===== config.mk =====
export PLATFORM = sky130hd
export DESIGN_NAME = keypad_scanner
export DESIGN_NICKNAME = d
export VERILOG_FILES = /design/src/rtl/keypad_scanner.sv
export SDC_FILE = /design/constraint.sdc
export NUM_CORES = 1
export LEC_CHECK = 0
export ABC_AREA = 0
export CAP_MARGIN = 30
export CORE_ASPECT_RATIO = 0.9
export CORE_MARGIN = 8
export CORE_UTILIZATION = 40
export CTS_CLUSTER_SIZE = 12
export DETAILED_ROUTE_END_ITERATION = 8
export RECOVER_POWER = 100
export SYNTH_ARGS = -nofsm -noshare
export SYNTH_HDL_FRONTEND = slang
export SYNTH_SLANG_ARGS = --single-unit

===== constraint.sdc =====
create_clock -name clock -period 23.6 [get_ports clock]
set_input_delay 4.72 -clock clock [delete_from_list [all_inputs] [get_ports clock]]
set_output_delay 4.72 -clock clock [all_outputs]
set_load 0.01 [all_outputs]

===== src/rtl/keypad_scanner.sv =====
// keypad_scanner: 4x3 matrix keypad scanner with column synchroniser and scan-level debounce.
// Digits 0-9 are presented on key while held (4'd10 otherwise); '*' and '#' give
// one-cycle pulses on time_button / alarm_button respectively.
// SCAN_DIV must be >= 3 so the two-flop synchroniser settles before the row sample point.
module keypad_scanner #(
  parameter int unsigned SCAN_DIV       = 4,
  parameter int unsigned DEBOUNCE_SCANS = 3
) (
  input  logic       clock,
  input  logic       reset,
  input  logic [2:0] col_n,
  output logic [3:0] row_n,
  output logic [3:0] key,
  output logic       time_button,
  output logic       alarm_button
);

  localparam int unsigned DivW = (SCAN_DIV > 1) ? $clog2(SCAN_DIV) : 1;
  localparam int unsigned CntW = $clog2(DEBOUNCE_SCANS + 1);

  localparam logic [DivW-1:0] DivLast = DivW'(SCAN_DIV - 1);
  localparam logic [CntW-1:0] CntLast = CntW'(DEBOUNCE_SCANS);

  // Internal key codes: digits use their value, the two function keys use spare codes.
  localparam logic [3:0] NoKey    = 4'd10;
  localparam logic [3:0] StarCode = 4'd11;
  localparam logic [3:0] HashCode = 4'd12;

  typedef enum logic [1:0] {StIdle, StDebounce, StPressed} state_e;

  // Matrix position (row*3 + col) to key code.
  function automatic logic [3:0] idx_to_code(input int idx);
    logic [3:0] code;
    case (idx)
      9:       code = StarCode;
      10:      code = 4'd0;
      11:      code = HashCode;
      default: code = 4'(idx + 1);
    endcase
    return code;
  endfunction

  logic [2:0]      col_meta_q, col_sync_q;
  logic [DivW-1:0] div_q, div_d;
  logic [1:0]      row_q, row_d;
  logic [8:0]      hit_q, hit_d;
  logic            sample, scan_done;
  logic [11:0]     keys_now;
  logic [3:0]      n_low;
  logic [3:0]      scan_code;
  logic            single, none;

  state_e          state_q, state_d;
  logic [3:0]      cand_q, cand_d;
  logic [CntW-1:0] cnt_q, cnt_d, cnt_inc;
  logic [CntW-1:0] rcnt_q, rcnt_d, rcnt_inc;
  logic [3:0]      key_q, key_d;
  logic            time_q, time_d;
  logic            alarm_q, alarm_d;
  logic            accept;

  // Two-flop synchroniser; idles high so reset looks like "no key".
  always_ff @(posedge clock) begin
    if (reset) begin
      col_meta_q <= 3'b111;
      col_sync_q <= 3'b111;
    end else begin
      col_meta_q <= col_n;
      col_sync_q <= col_meta_q;
    end
  end

  assign sample    = (div_q == DivLast);
  assign scan_done = sample && (row_q == 2'd3);

  // Row slot timing: divider runs 0..SCAN_DIV-1, then the row advances (wrapping 3 -> 0).
  always_comb begin
    div_d = div_q + DivW'(1);
    row_d = row_q;
    if (sample) begin
      div_d = '0;
      row_d = row_q + 2'd1;
    end
  end

  // Capture rows 0..2 at their sample points; row 3 is taken live at scan end.
  always_comb begin
    hit_d = hit_q;
    if (sample) begin
      case (row_q)
        2'd0:    hit_d[2:0] = ~col_sync_q;
        2'd1:    hit_d[5:3] = ~col_sync_q;
        2'd2:    hit_d[8:6] = ~col_sync_q;
        default: ;
      endcase
    end
  end

  // Scan counters and captured hits.
  always_ff @(posedge clock) begin
    if (reset) begin
      div_q <= '0;
      row_q <= '0;
      hit_q <= '0;
    end else begin
      div_q <= div_d;
      row_q <= row_d;
      hit_q <= hit_d;
    end
  end

  assign row_n    = ~(4'b0001 << row_q);
  assign keys_now = {~col_sync_q, hit_q};

  // Classify the full scan: number of keys down and the code of the (last) one found.
  always_comb begin
    n_low     = '0;
    scan_code = NoKey;
    for (int i = 0; i < 12; i++) begin
      if (keys_now[i]) begin
        n_low     = n_low + 4'd1;
        scan_code = idx_to_code(i);
      end
    end
  end

  assign single   = (n_low == 4'd1);
  assign none     = (n_low == 4'd0);
  assign cnt_inc  = cnt_q + CntW'(1);
  assign rcnt_inc = rcnt_q + CntW'(1);

  // Debounce FSM next state and outputs; evaluated once per completed scan.
  always_comb begin
    state_d = state_q;
    cand_d  = cand_q;
    cnt_d   = cnt_q;
    rcnt_d  = rcnt_q;
    key_d   = key_q;
    time_d  = 1'b0;
    alarm_d = 1'b0;
    accept  = 1'b0;
    if (scan_done) begin
      unique case (state_q)
        StIdle: begin
          if (single) begin
            cand_d = scan_code;
            cnt_d  = CntW'(1);
            if (DEBOUNCE_SCANS == 1) begin
              accept = 1'b1;
            end else begin
              state_d = StDebounce;
            end
          end
        end
        StDebounce: begin
          if (single && (scan_code == cand_q)) begin
            if (cnt_inc == CntLast) begin
              accept = 1'b1;
            end else begin
              cnt_d = cnt_inc;
            end
          end else begin
            state_d = StIdle;
            cnt_d   = '0;
          end
        end
        StPressed: begin
          if (none) begin
            if (rcnt_inc == CntLast) begin
              key_d   = NoKey;
              rcnt_d  = '0;
              state_d = StIdle;
            end else begin
              rcnt_d = rcnt_inc;
            end
          end else begin
            // Any activity while pressed restarts the release count; no re-fire.
            rcnt_d = '0;
          end
        end
        default: state_d = StIdle;
      endcase
    end
    if (accept) begin
      state_d = StPressed;
      cnt_d   = '0;
      rcnt_d  = '0;
      if (cand_d == StarCode) begin
        time_d = 1'b1;
      end else if (cand_d == HashCode) begin
        alarm_d = 1'b1;
      end else begin
        key_d = cand_d;
      end
    end
  end

  // FSM state and registered outputs.
  always_ff @(posedge clock) begin
    if (reset) begin
      state_q <= StIdle;
      cand_q  <= NoKey;
      cnt_q   <= '0;
      rcnt_q  <= '0;
      key_q   <= NoKey;
      time_q  <= 1'b0;
      alarm_q <= 1'b0;
    end else begin
      state_q <= state_d;
      cand_q  <= cand_d;
      cnt_q   <= cnt_d;
      rcnt_q  <= rcnt_d;
      key_q   <= key_d;
      time_q  <= time_d;
      alarm_q <= alarm_d;
    end
  end

  assign key          = key_q;
  assign time_button  = time_q;
  assign alarm_button = alarm_q;

endmodule


Yosys cells after proc, flatten, opt, wreduce, memory -nomap -nowiden:

Cells that the tools add are included.

* flip-flop bits (word level): 35
* bits in latches: 0
* RAM bits: 0
* bits in read-only memories: 0
* input bits: 5
* output and inout port bits: 10
* logic and storage cells: 125
* memories: 0

* add/subtract/negate cells: 15
* $mul: 0
* div/mod/pow operators: 0
* order comparisons: 0
* eq/ne operators: 21
* shift-type cells: 1
* mux-type cells: 52
* bitwise operators: 3
* reduce and logical (&&, ||, !) cells: 18

Operators with widths (number)
* 4-bit two-way mux: 33
* 4-bit by 1-bit adder with 4-bit output, second input constant: 11
* 2-bit two-way mux: 10
* 3-bit != test, second input constant: 5
* 2-bit equality test, second input constant: 6
* 5-bit AND reduction: 2
* 2-bit by 1-bit adder with 2-bit output, second input constant: 4
* 4-bit equality test, second input constant: 2
* 2-bit != test, second input constant: 4
* 2-bit AND reduction: 4
* 1-bit two-way mux: 7
* 2-bit case mux with 3 select lines: 1
* 2-bit OR reduction: 3
* 2-bit by 1-bit equality test with 1-bit output, second input constant: 2
* 4-bit by 1-bit equality test with 1-bit output, second input constant: 1
* 4-bit equality test: 1
* 2-bit zero test: 2
* 4-bit zero test: 1
* 4-bit inverter: 1
* 2-bit case mux with 2 select lines: 1
* 4-bit AND reduction: 1
* 2-bit nonzero test: 2
* 1-bit by 2-bit left shift with 4-bit output, first input constant: 1
* 3-bit inverter: 1
* other kinds (3): 4

Longest topological paths before layout:

* depth after elaboration: 31
* depth in mapped cells: 36

Least setup slack after synthesis:

OpenSTA, ideal clock, no wires.

* path kind: flip-flop to flip-flop
* start point: register hit_q[0]
* end point: register key_q[2], in the netlist key[2]
* arrival: 7652 ps
* slack: 15828 ps
* cell stages (with the launch flop): 37
* path buffers: 0
* cells stage by stage: dfxtp_1 inv_1 ha_1 xor2_1 ha_1 mux2_2 ha_1 mux2_2 ha_1 and2_1 or3_1 ha_1 nand2b_1 o41ai_1 inv_1 ha_1 mux2_2 o31a_1 ha_1 mux2_2 ha_1 nor2_1 a21oi_1 a21oi_2 inv_1 ha_1 nor2_1 a21oi_1 ha_1 xor2_1 xnor2_1 or3_1 o22ai_1 nand2_1 nor2_4 mux2i_1 o31ai_2

* cells in the longest elaborated chain, start to end: 31

RTL lines
* from (decl): RTL line 46 `logic [8:0] hit_q, hit_d;`
* from (signal assigned): RTL line 108 `hit_q <= hit_d;`
* 1-bit two-way mux: RTL line 120 `if (keys_now[i]) begin`
* 4-bit by 1-bit adder with 4-bit output: RTL line 121 `n_low = n_low + 4'd1;`
* 4-bit two-way mux: RTL line 120
* 4-bit by 1-bit adder with 4-bit output: RTL line 121
* 4-bit two-way mux: RTL line 120
* 4-bit by 1-bit adder with 4-bit output: RTL line 121
* 4-bit two-way mux: RTL line 120
* 4-bit by 1-bit adder with 4-bit output: RTL line 121
* [15 not listed]
* 4-bit by 1-bit equality test with 1-bit output: RTL line 127 `assign single = (n_low == 4'd1);`
* 4-bit two-way mux: RTL line 145 `if (single) begin`
* 4-bit two-way mux: RTL line 143 `unique case (state_q)`
* 4-bit two-way mux: RTL line 142 `if (scan_done) begin`
* 4-bit equality test: RTL line 190 `end else if (cand_d == HashCode) begin`
* 4-bit two-way mux: RTL line 190
* 4-bit two-way mux: RTL line 188 `if (cand_d == StarCode) begin`
* 4-bit two-way mux (*): RTL line 184 `if (accept) begin`
* to (signal assigned): RTL line 205 `key_q <= NoKey;`
* to (signal assigned): RTL line 213 `key_q <= key_d;`
* to (decl): RTL line 57 `logic [3:0] key_q, key_d;`

Every way passes the cells marked *; elsewhere a longest branch is shown, timed or not.
A chain may end at the register's enable or synchronous reset.

Worst setup path in the final report:

Same ends and word-level chain as after synthesis.

==> run_results.csv <==
group,metric,value,unit
synth,synth.most_common_cell,"dfxtp_1",
floorplan,die-area,10000,sq um
grt,grt_pass1_wl,9.91,mm
clocking,cts_tree,"done",
clocking,clockRootBuffer,"clkbuf_8",
synth,netlist_instances,327,
grt,antenna_found_initial,0,
worst_setup_path,path_delay_family,"adder cells",
pwr,comb_power_share,22.8,%
floorplan,fp-row-count,29,
synth,ys_types,63,
floorplan,core,6930,sq um
worst_setup_path,critPathSlowestCell,"nor2_1",
pwr,internal_power,0.000105,W
detailed_routing,vias_per_cell,5.26,
placed_design,gp_congestion,0.800,
floorplan,die_h,95.7,um
timing,period_share,38.7,%
clocking,ctsHoldBuffers,0,
worst_setup_path,worstPathMaxFanout,8,
grt,first_global_vias,2149,
pwr,total_power,0.000148,W
pwr,power_switching,0.0000430,W
timing,fin_tns_setup,0,ps
final_layout,antenna_cells,0,
timing,drv_slew,0,
timing,setup_viol,0,
timing,final_hold_viol_count,0,
synth,ys_warn_count,0,
placed_design,dp_hpwl,4.27,mm
clocking,htree_levels,2,
placed_design,portBuffers,14,
grt,grt_max_degree,35,
min_path,hold_end,"col_sync_q[0]",
worst_setup_path,path_class,"reg2reg",
min_path,holdCritPathClass,"reg2reg",
final_layout,area_growth,9.18,%
worst_setup_path,crit_top_cell,"ha_1",
grt,overflow,0,
synth,synth_edf_count,0,
worst_setup_path,slowest_delay,510,ps
worst_setup_path,reg2reg_slack,14460,ps
synth,synth_top_area_cell,"dfxtp_1",
timing,maxSlewHeadroom,5.89,%
min_path,hold_start,"col_meta_q[0]",
floorplan,ioPinCount,15,
timing,fin_ws,14460,ps
synth,syn-cell-area,2820,sq um
final_layout,fin_util,44.4,%
final_layout,final_nets,354,
detailed_routing,drt_first_pass_iters,4,
synth,syn_nets,352,
timing,fin_skew,6.51,ps
detailed_routing,wl,5.72,mm
grt,grt.total_usage,11.8,%
worst_setup_path,reg2reg_depth,36,
worst_setup_path,start_kind,"flop",
clocking,clk_latency,280,ps
synth,ys_seq_area_share,24.8,%
timing,fmax,109,MHz
worst_setup_path,cp.required,23720,ps
worst_setup_path,cp.arrival,9260,ps
worst_setup_path,crit_buf_inv,3,
floorplan,start_util,40.7,%
synth,synth-main-ff-cell,"dfxtp_1",
synth,yosysTopAreaCellShare,24.8,%
floorplan,die_w,105,um
pwr,power.leakage,1.26,nW
outcome,status,"complete, no violations",
detailed_routing,wire_per_inst,13.5,um
worst_setup_path,r2r-start,"hit_q[0]",
placed_design,pre_cts_ws,14980,ps
timing,worst_pin_slew,1410,ps
detailed_routing,ant_nets,0,
synth,synth_area_leaders,"dfxtp_1 (25%), ha_1 (8.9%), xor2_1 (4.0%), nand2_1 (3.7%), a21oi_1 (3.2%)",
clocking,cts.sinks,35,
detailed_routing,drc_errors,0,
clocking,cts_buffers,5,
pwr,p_clk_share,35.1,%
pwr,powerDensity,48.1,nW/um^2
worst_setup_path,cp-end-kind,"flop",
timing,rsz0062_at_grt,"false",
timing,whs,412,ps
clocking,cts_resized,0,
run,maxCapViolations,0,
min_path,holdPathStages,1,
detailed_routing,vias,2220,
timing,final.min_clock_period,9140,ps
synth,postSynthAreaPerCell,8.62,sq um
synth,synthTopCellsByCount,"dfxtp_1 (35), nand2_1 (28), nor2_1 (23)",
clocking,clk_pin_slew,70,ps
clocking,post-cts-setup-buffers,0,
pwr,swShare,29.0,%
clocking,cts.path.max_buffers,2,
final_layout,final_layout_size_suffix_gt1_share,10.0,%
synth,ys_ff_latch,35,
detailed_routing,initialDrtViolationCount,73,
synth,synthArstFlopShare,0,%
pwr,peakVddDrop,0.0309,mV
pwr,seqPwrFrac,42.1,%
worst_setup_path,crit_start,"hit_q[0]",
worst_setup_path,r2r-end,"key[2]",
layout make-up:
type	instances	area, sq um
multi-input combinational	251	1940
fill	706	3850
tap	93	116
inverter	21	78.8
timing repair buffer	15	144
clock inverter	1	30.0
sequential	35	701
clock buffer	6	72.6
layout by cell type (no fill, tap or decap), drive strengths merged, types with 3 or more instances in the layout:
cell           Yosys  final
nor4               5      5
a21oi             19     19
a32oi              3      3
nor3              12     12
mux2               5      5
dlygate4sd3        0     11
o31a               3      3
nand3b             3      3
xor3               3      3
nand2             28     28
or3                5      5
clkdlybuf4s50      0      3
xnor2             11     11
clkbuf             9      7
ha                20     20
nand3              7      7
o21ai              9      9
mux2i              3      3
xor2              15     15
inv               21     21
o31ai              5      5
a211o              3      3
nor3b              4      4
dfxtp             35     35
or2                7      7
nor2b              5      5
and2               4      4
nand2b             4      4
xnor3              5      5
a211oi            12     12
nand4              4      4
nor2              24     24
metrics by stage:
step                area, sq um  instances
global route               3080        422
floorplan                  2820        327
CTS                        3090        422
detailed placement         2990        415
finish                     3080        422
global placement           2990        415
layer usage:
layer  vias to the layer above  global-route usage (%)  share of wire (%)
met5                         -                       0                  0
met4                         0                    4.81                2.0
met3                        11                    2.30                2.5
met2                        31                    19.7                 46
met1                      1023                    14.9                 50
li1                       1155                       -                  -
power groups by stage:
| stage | Combinational [W] | Sequential [W] | Clock (W) |
|---|---|---|---|
| 2_1_floorplan | 0.0000281 | 0.0000626 | 0 |
| 3_3_place_gp | 0.0000335 | 0.0000638 | 0 |
| 3_5_place_dp | 0.0000340 | 0.0000638 | 0 |
| 4_1_cts | 0.0000343 | 0.0000624 | 0.0000540 |
| 5_1_grt | 0.0000384 | 0.0000627 | 0.0000559 |
| 6_report | 0.0000338 | 0.0000624 | 0.0000519 |
sequential cells by signal, summed over array words and instances, names as in the netlist, 2 cells and up:
register    flops
hit_q           9
col_meta_q      3
cnt_q           2
cand_q          4
col_sync_q      3
key             4
state_q         2
div_q           2
rcnt_q          2
row_q           2
worst max path at each step:
stage	slack, ps	end	cells past startpoint
2_1_floorplan	15830	key[2]	36
3_3_place_gp	15150	key[2]	36
3_5_place_dp	14980	key[2]	36
4_1_cts	14960	key[2]	36
5_1_grt	13810	key[2]	36
6_report	14460	key[2]	36
kinds of logic after synthesis:
kind of cell    Yosys count  synth area share, %
fa+ha+maj                20                 8.87
buf+inv                  41                 6.08
flops                    35                 24.8
mux                       8                 3.06
simple gates            119                 23.5
xor+xnor                 34                 16.2
compound gates           70                 17.4
No activity file was read; power rests on OpenSTA's default activity.
